===== src/rtl/instruction_loader.sv =====
// Writer side of the MiniAlu instruction-fetch path: parses HEADER/count/words/checksum
// frames, writes 28-bit words to instruction memory from address 0 and gates the CPU reset.
module instruction_loader #(
   parameter logic [7:0] HEADER      = 8'hA5,
   parameter int         ADDR_WIDTH  = 16,
   parameter int         INSTR_WIDTH = 28,
   parameter int         MAX_WORDS   = 255
) (
   input  logic                   Clock,
   input  logic                   Reset,
   input  logic [7:0]             iByte,
   input  logic                   iByteValid,
   output logic                   oByteReady,
   output logic                   oWriteEnable,
   output logic [ADDR_WIDTH-1:0]  oWriteAddress,
   output logic [INSTR_WIDTH-1:0] oWriteData,
   output logic                   oCpuReset,
   output logic                   oDone,
   output logic                   oError
);

   typedef enum logic [2:0] {
      IDLE,
      COUNT,
      BYTE,
      WRITE,
      CHECK,
      DONE,
      ERROR
   } state_t;

   state_t                  state_q, state_d;
   logic [7:0]              checksum_q, checksum_d;
   logic [7:0]              wordCount_q, wordCount_d;
   logic [1:0]              byteIndex_q, byteIndex_d;
   logic [INSTR_WIDTH-9:0]  shift_q, shift_d;
   logic [ADDR_WIDTH-1:0]   addr_q, addr_d;
   logic [INSTR_WIDTH-1:0]  data_q, data_d;
   logic                    cpuReset_q, cpuReset_d;
   logic                    done_q, done_d;
   logic                    error_q, error_d;
   logic                    accept;

   assign oByteReady    = (state_q != WRITE);
   assign oWriteEnable  = (state_q == WRITE);
   assign oWriteAddress = addr_q;
   assign oWriteData    = data_q;
   assign oCpuReset     = cpuReset_q;
   assign oDone         = done_q;
   assign oError        = error_q;
   assign accept        = iByteValid && oByteReady;

   always_ff @(posedge Clock or negedge Reset) begin
      if (!Reset) begin
         state_q     <= IDLE;
         checksum_q  <= '0;
         wordCount_q <= '0;
         byteIndex_q <= '0;
         shift_q     <= '0;
         addr_q      <= '0;
         data_q      <= '0;
         cpuReset_q  <= 1'b1;
         done_q      <= 1'b0;
         error_q     <= 1'b0;
      end else begin
         state_q     <= state_d;
         checksum_q  <= checksum_d;
         wordCount_q <= wordCount_d;
         byteIndex_q <= byteIndex_d;
         shift_q     <= shift_d;
         addr_q      <= addr_d;
         data_q      <= data_d;
         cpuReset_q  <= cpuReset_d;
         done_q      <= done_d;
         error_q     <= error_d;
      end
   end

   always_comb begin
      state_d     = state_q;
      checksum_d  = checksum_q;
      wordCount_d = wordCount_q;
      byteIndex_d = byteIndex_q;
      shift_d     = shift_q;
      addr_d      = addr_q;
      data_d      = data_q;
      cpuReset_d  = cpuReset_q;
      done_d      = done_q;
      error_d     = error_q;

      case (state_q)
         COUNT: begin
            if (accept) begin
               checksum_d = iByte;
               if (iByte == 8'd0) begin
                  state_d = CHECK;
               end else if (int'(iByte) > MAX_WORDS) begin
                  state_d = ERROR;
                  error_d = 1'b1;
               end else begin
                  wordCount_d = iByte;
                  byteIndex_d = 2'd0;
                  state_d     = BYTE;
               end
            end
         end
         BYTE: begin
            if (accept) begin
               checksum_d = checksum_q + iByte;
               shift_d    = {shift_q[INSTR_WIDTH-17:0], iByte};
               // The top nibble of each word's first byte lies beyond the 28-bit instruction.
               if (byteIndex_q == 2'd0 && iByte[7:4] != 4'd0) begin
                  state_d = ERROR;
                  error_d = 1'b1;
               end else if (byteIndex_q == 2'd3) begin
                  data_d      = {shift_q, iByte};
                  byteIndex_d = 2'd0;
                  state_d     = WRITE;
               end else begin
                  byteIndex_d = byteIndex_q + 2'd1;
               end
            end
         end
         WRITE: begin
            addr_d      = addr_q + 1'b1;
            wordCount_d = wordCount_q - 8'd1;
            state_d     = (wordCount_q == 8'd1) ? CHECK : BYTE;
         end
         CHECK: begin
            if (accept) begin
               if (iByte == checksum_q) begin
                  state_d    = DONE;
                  done_d     = 1'b1;
                  cpuReset_d = 1'b0;
               end else begin
                  state_d = ERROR;
                  error_d = 1'b1;
               end
            end
         end
         default: begin
            // IDLE, DONE and ERROR all restart on a header and ignore everything else.
            if (accept && iByte == HEADER) begin
               state_d    = COUNT;
               checksum_d = '0;
               addr_d     = '0;
               done_d     = 1'b0;
               error_d    = 1'b0;
               cpuReset_d = 1'b1;
            end
         end
      endcase
   end

endmodule


===== config.mk =====
export PLATFORM = sky130hd
export DESIGN_NAME = instruction_loader
export DESIGN_NICKNAME = d
export VERILOG_FILES = /design/src/rtl/instruction_loader.sv
export SDC_FILE = /design/constraint.sdc
export NUM_CORES = 1
export LEC_CHECK = 0
export CAP_MARGIN = 10
export CELL_PAD_IN_SITES_DETAIL_PLACEMENT = 1
export CELL_PAD_IN_SITES_GLOBAL_PLACEMENT = 1
export CORE_MARGIN = 1
export CORE_UTILIZATION = 44
export DETAILED_ROUTE_END_ITERATION = 7
export GPL_TIMING_DRIVEN = 0
export PLACE_DENSITY_LB_ADDON = 0.1
export SLEW_MARGIN = 10
export SYNTH_ARGS = -nofsm -noshare
export SYNTH_HDL_FRONTEND = slang
export SYNTH_SLANG_ARGS = --single-unit

===== constraint.sdc =====
create_clock -name Clock -period 2.3 [get_ports Clock]
set_input_delay 0.575 -clock Clock [delete_from_list [all_inputs] [get_ports Clock]]
set_output_delay 0.575 -clock Clock [all_outputs]
set_load 0.1 [all_outputs]

==> flow_metrics.py, run 1 <==
metrics = {
    "sta": {
        "clock.fmax_mhz": 442.6,
        "tightest_slew_ns": 0.9913,
        "finalSetupViolCount": 0,
        "maxSlewHeadroom": 0.3418,
        "maxSlewViolCount": 0,
        "fin_ws_ns": 0.04055,
        "period_needed_ns": 2.259,
        "holdWs_ns": 0.1299,
        "rsz0062_at_grt": "false",
        "timing.final.crit_share": 0.9824,
        "fin_tns_setup_ns": 0,
        "clock_skew_ns": 0.008144,
        "hold_violations": 0,
    },
    "route": {
        "drc": 0,
        "drt_iter0_markers": 107,
        "dr.pass1.iters": 4,
        "vias": 3485,
        "viasPerCell": 5.541,
        "routed_wl_um": 11100,
        "wl_per_cell_um": 17.65,
        "postRouteAntennaNets": 0,
    },
    "clock_tree": {
        "cts-buffers-inserted": 9,
        "clkTransAtPathRegs_ns": 0.09,
        "cts_tree": "done",
        "cts.sinks": 88,
        "insertion_delay_ns": 0.36,
        "h-tree-depth": 3,
        "cts_root_buffer": "clkbuf_8",
        "hold_buffers": 0,
        "cts_buffer_depth": 2,
    },
    "synth": {
        "yosys-top-cells-count": "dfrtp_1, nor2_1, mux2_2",
        "post-synth-top-count-cell": "dfrtp_1",
        "seq_area_frac_synth": 0.4826,
        "synth_ff_type": "dfrtp_1",
        "ys_warn_count": 0,
        "synthTopCellsByArea": "dfrtp_1, mux2_2, mux2_4, ha_1, o21ai_0",
        "synth_edf_count": 0,
        "ys_ff_latch": 88,
        "synth.cell_area_mm2": 0.004566,
        "synth.avg_cell_area_um2": 10.92,
        "synthArstFlopShare": 1.000,
        "postSynthCellCount": 418,
        "synth_top_area_share": 0.4768,
        "synth_nets": 442,
        "synth_largest_area_cell": "dfrtp_1",
        "synth_cell_types": 58,
    },
    "floorplan": {
        "ios": 60,
        "row_count": 36,
        "core_area_mm2": 0.009910,
        "die_h_um": 103.9,
        "die_width_um": 103.9,
        "design.die.area_mm2": 0.01079,
        "start_util": 0.4607,
    },
    "setup_path": {
        "critPathRequiredTime_ns": 1.73,
        "path_max_fanout": 6,
        "cpPeakStageDelay_ns": 0.86,
        "crit_slowest_cell": "clkdlybuf4s15_1",
        "timing.rr.start": "state_q[0]$_DFFE_PN0P_",
        "path_class": "flip-flop to primary output",
        "cpLargestDelayFamily": "buffers and inverters",
        "cp-start-kind": "flip-flop",
        "startpoint": "oWriteAddress[0]$_DFFE_PN0P_",
        "worstPathArrival_ns": 1.68,
        "critPathCaptureType": "primary output",
        "crit_buf_inv": 1,
        "cp_cell_sequence": "clkdlybuf4s15_1",
    },
    "grt": {
        "grt_pass1_vias": 3678,
        "grt_pass1_wl_um": 19040,
        "antenna_found_initial": 0,
        "grt_max_degree": 64,
        "grt-ovfl-total": 0,
        "grt_use_total": 0.2230,
    },
    "power_and_ir_drop": {
        "p_leak_uw": 0.002533,
        "p_per_area_mw_per_mm2": 1354,
        "ir_worst_vdd_v": 0.0006552,
    },
    "cells_and_area": {
        "n_antenna_cell": 0,
        "drive_above_1_share": 0.2319,
        "syn2layout_area_growth_pct": 21.73,
        "instances_no_fill": 629,
        "multi_input_area_mm2": 0.002203,
        "design_area_mm2": 0.005558,
        "regArea_mm2": 0.002203,
        "nets": 515,
        "fillCellCount": 1123,
    },
    "place": {
        "globalplace.congestion": 0.8095,
        "io_buffers": 58,
        "place_ws_ns": -0.8985,
        "dpl.hpwl_um": 8014,
        "placed_cell_area_mm2": 0.005346,
        "dp.cells": 610,
    },
    "min_path": {
        "hold_path.class": "input pin to async pin",
    },
    "job": {
        "cap_violations": 0,
    },
    "status": {
        "outcome": "finished, final reports clean",
    },
}
-- area by class of cell --
type,count,share of cell area
timing repair buffer,63,0.09928
buffer,18,0.02747
clock inverter,5,0.01126
tap,133,0.02994
inverter,16,0.01193
multi-input combinational,295,0.3964
sequential,88,0.3964
clock buffer,11,0.02724
-- per-layer routing --
metal | wire length [um] | vias to the layer above | track usage
li1 | - | 1641 | -
met1 | 5147 | 1775 | 0.3019
met2 | 5491 | 55 | 0.3657
met3 | 311 | 14 | 0.03195
met4 | 151 | 0 | 0.07959
met5 | 0 | - | 0
-- stage by stage --
stage,utilization,power (uW)
2_1_floorplan,-,5426
3_3_place_gp,0.5370,6282
3_5_place_dp,0.5395,6434
4_1_cts,0.5593,7535
5_1_grt,0.5609,8033
6_report,0.5609,7528
-- logic make-up (layout without fill, tap and decap cells) --
| kind of cell | Yosys count | count (layout) | synth area share |
|---|---|---|---|
| mux | 51 | 51 | 0.1420 |
| xor+xnor | 19 | 19 | 0.03645 |
| fa+ha+maj | 13 | 13 | 0.03727 |
| simple gates | 125 | 125 | 0.1395 |
| buf+inv | 35 | 113 | 0.04357 |
| flops | 88 | 88 | 0.4826 |
| compound gates | 87 | 87 | 0.1187 |
-- cell usage in the layout, fill, tap and decap left out, types with 11 or more instances in the layout --
master | synthesis | layout
dlygate4sd2_1 | 0 | 42
a21oi_1 | 23 | 23
inv_1 | 15 | 14
o21ai_0 | 28 | 27
nor2_1 | 37 | 37
ha_1 | 12 | 11
dfrtp_1 | 87 | 87
nor3_1 | 11 | 11
mux2_4 | 20 | 20
clkbuf_8 | 0 | 11
nand2_1 | 28 | 28
mux2_2 | 30 | 30
nand3_1 | 18 | 17
-- power by group --
| group | total, uW | switching (uW) | internal [uW] |
|---|---|---|---|
| logic | 3880 | 2660 | 1220 |
| registers | 2500 | 449 | 2050 |
| clock network | 1150 | 576 | 570 |
-- state kept, by name (all words and copies together), names as in the netlist --
| name | flops |
|---|---|
| wordCount_q | 8 |
| checksum_q | 8 |
| state_q | 3 |
| oDone | 1 |
| oWriteAddress | 16 |
| oError | 1 |
| byteIndex_q | 2 |
| oWriteData | 28 |
| oCpuReset | 1 |
| shift_q | 20 |
-- worst paths after layout --
check	slack [ns]	end	cells after the start
hold / removal	0.13	oWriteAddress[8]$_DFFE_PN0P_	1
min in group Clock	0.49	oError$_DFFE_PN0P_	1
hold reg to reg	0.49	oError$_DFFE_PN0P_	1
setup / recovery	0.04	oWriteAddress[0]	1
max in group asynchronous	1.54	oWriteData[2]$_DFFE_PN0P_	2
setup reg to reg	0.20	oWriteData[8]$_DFFE_PN0P_	7
-- what timing repair did --
action	in CTS	in global routing
gates resized for setup	90	21
setup endpoints to repair	130	16
pin swaps	0	0
buffers inserted	0	4
Power figures use the tool's default switching activity.
==> run 2, diff against run 1 <==
==> constraint.sdc (replaced) <==
create_clock -name Clock -period 2.4 [get_ports Clock]
set_input_delay 0.48 -clock Clock [delete_from_list [all_inputs] [get_ports Clock]]
set_output_delay 0.48 -clock Clock [all_outputs]
set_load 0.1 [all_outputs]
==> flow_metrics.py, run 2 (same netlist as run 1, synthesis figures left out) <==
metrics = {
    "power_and_ir_drop": {
        "p_per_area_mw_per_mm2": 1299,
        "p_leak_uw": 0.002687,
        "power_uw": 7292,
        "ir_worst_vdd_v": 0.0006609,
    },
    "min_path": {
        "hold_path.class": "input pin to async pin",
    },
    "cells_and_area": {
        "drive_above_1_share": 0.2028,
        "nets": 512,
        "syn2layout_area_growth_pct": 22.94,
        "largest_register_ffs": 28,
        "n_antenna_cell": 0,
        "mostFrequentLayoutCell": "dfrtp_1",
        "final_cell_mix": "dfrtp_1, nor2_1, mux2_2, nand2_1, o21ai_0",
    },
    "setup_path": {
        "path_max_fanout": 2,
        "crit_slowest_cell": "clkdlybuf4s50_1",
        "cpLargestDelayFamily": "buffers and inverters",
        "timing.rr.start": "state_q[0]$_DFFE_PN0P_",
        "critPathRequiredTime_ns": 1.92,
        "cpPeakStageDelay_ns": 1.15,
        "cp.depth": 1,
        "startpoint": "oWriteData[0]$_DFFE_PN0P_",
        "cp-start-kind": "flip-flop",
        "worstRegToRegCells": 8,
        "crit_buf_inv": 1,
        "path_class": "flip-flop to primary output",
        "cp_cell_sequence": "clkdlybuf4s50_1",
        "worstPathArrival_ns": 1.88,
        "critPathCaptureType": "primary output",
        "rrSetupSlack_ns": 0.25,
    },
    "route": {
        "postRouteAntennaNets": 0,
        "drc": 0,
        "drt_iter0_markers": 109,
        "vias": 3497,
        "wl_per_cell_um": 18.23,
        "routed_wl_um": 11410,
        "dr.pass1.iters": 4,
        "viasPerCell": 5.586,
    },
    "grt": {
        "grt-ovfl-total": 0,
        "grt_max_degree": 63,
        "antenna_found_initial": 0,
        "grt_pass1_wl_um": 19130,
        "grt_use_total": 0.2240,
        "grt_pass1_vias": 3730,
    },
    "sta": {
        "clock.fmax_mhz": 424.1,
        "tightest_slew_ns": 0.9843,
        "fin_tns_setup_ns": 0,
        "maxSlewViolCount": 0,
        "rsz0062_at_grt": "false",
        "hold_violations": 0,
        "period_needed_ns": 2.358,
        "clock_skew_ns": 0.009137,
        "maxSlewHeadroom": 0.3417,
        "timing.final.crit_share": 0.9824,
        "finalSetupViolCount": 0,
    },
    "clock_tree": {
        "cts_buffer_depth": 2,
        "clkTransAtPathRegs_ns": 0.10,
        "cts.sinks": 88,
        "cts_tree": "done",
        "cts-buffers-inserted": 9,
        "insertion_delay_ns": 0.37,
        "cts_root_buffer": "clkbuf_8",
        "h-tree-depth": 3,
    },
    "floorplan": {
        "ios": 60,
        "core_area_mm2": 0.009910,
        "start_util": 0.4607,
        "die_h_um": 103.9,
        "design.die.area_mm2": 0.01079,
        "row_count": 36,
        "die_width_um": 103.9,
    },
    "place": {
        "dpl.hpwl_um": 8092,
        "io_buffers": 58,
        "globalplace.congestion": 0.8388,
    },
    "job": {
        "cap_violations": 0,
    },
    "status": {
        "outcome": "finished, final reports clean",
    },
}
-- run 2: cell types whose count changed in the layout (fill, tap and decap cells not counted), sizes merged --
cell | previous run | this run
bufinv | 1 | 2
clkinv | 3 | 2
clkdlybuf4s50 | 1 | 14
inv | 16 | 18
dlymetal6s2s | 0 | 18
dlygate4sd2 | 42 | 21
clkbuf | 21 | 15
clkdlybuf4s15 | 4 | 0
buf | 24 | 19
-- run 2: area by class of cell --
type                            instances  area [um^2]
Fill cell                            1086         4297
Timing Repair Buffer                   59        616.8
Multi-Input combinational cell        295         2186
Sequential cell                        88         2203
Inverter                               16        60.06
Clock inverter                          7        110.1
Clock buffer                            9        123.9
Buffer                                 19        146.4
Tap cell                              133        166.4
-- run 2: timing repair --
| action | CTS | global route |
|---|---|---|
| resized for setup | 40 | 28 |
| buffers inserted | 0 | 0 |
| hold endpoints to repair | 0 | 0 |
| endpoints found under the setup margin | 57 | 70 |
| hold buffers | 0 | 0 |
-- run 2: final timing paths --
path	end
min	oWriteAddress[8]$_DFFE_PN0P_
min in group Clock	oWriteData[7]$_DFFE_PN0P_
max in group asynchronous	checksum_q[0]$_DFFE_PN0P_
min reg2reg	oError$_DFFE_PN0P_
max	oWriteData[0]
max reg2reg	oWriteData[14]$_DFFE_PN0P_
-- run 2: worst reg2reg max path, cell delays in order (launching register included) --
cell and delay, ns:
dfrtp_1 0.37, clkbuf_1 0.19, inv_1 0.14, nand3_1 0.24, nor2_2 0.24, and4_4 0.26, buf_12 0.14, buf_12 0.16
mux2_4 0.31
-- run 2: through the flow --
stage                     hold WS (ns)  worst slack [ns]  instances  instance area (um^2)    util
after floorplan                 0.1844         0.0006737        418                  4566       -
after global placement          0.4681            -2.440        609                  5313  0.5361
after detailed placement        0.4377           -0.7903        610                  5338  0.5386
after CTS                      0.03450          0.002383        626                  5557  0.5607
after global routing           0.04212         0.0009042        626                  5613  0.5664
final                          0.03604           0.04228        626                  5613  0.5664
-- run 2: layer usage --
metal | vias to the layer above | GRT usage | wire length [um]
li1 | 1637 | - | -
met1 | 1801 | 0.2913 | 5243
met2 | 48 | 0.3776 | 5685
met3 | 11 | 0.04762 | 342
met4 | 0 | 0.06224 | 141
met5 | - | 0 | 0
-- run 2: power breakdown --
group	internal [uW]	leakage [uW]	switching, uW
Clock	606	0.000114	593
Sequential	1970	0.00110	409
Combinational	1130	0.00147	2580
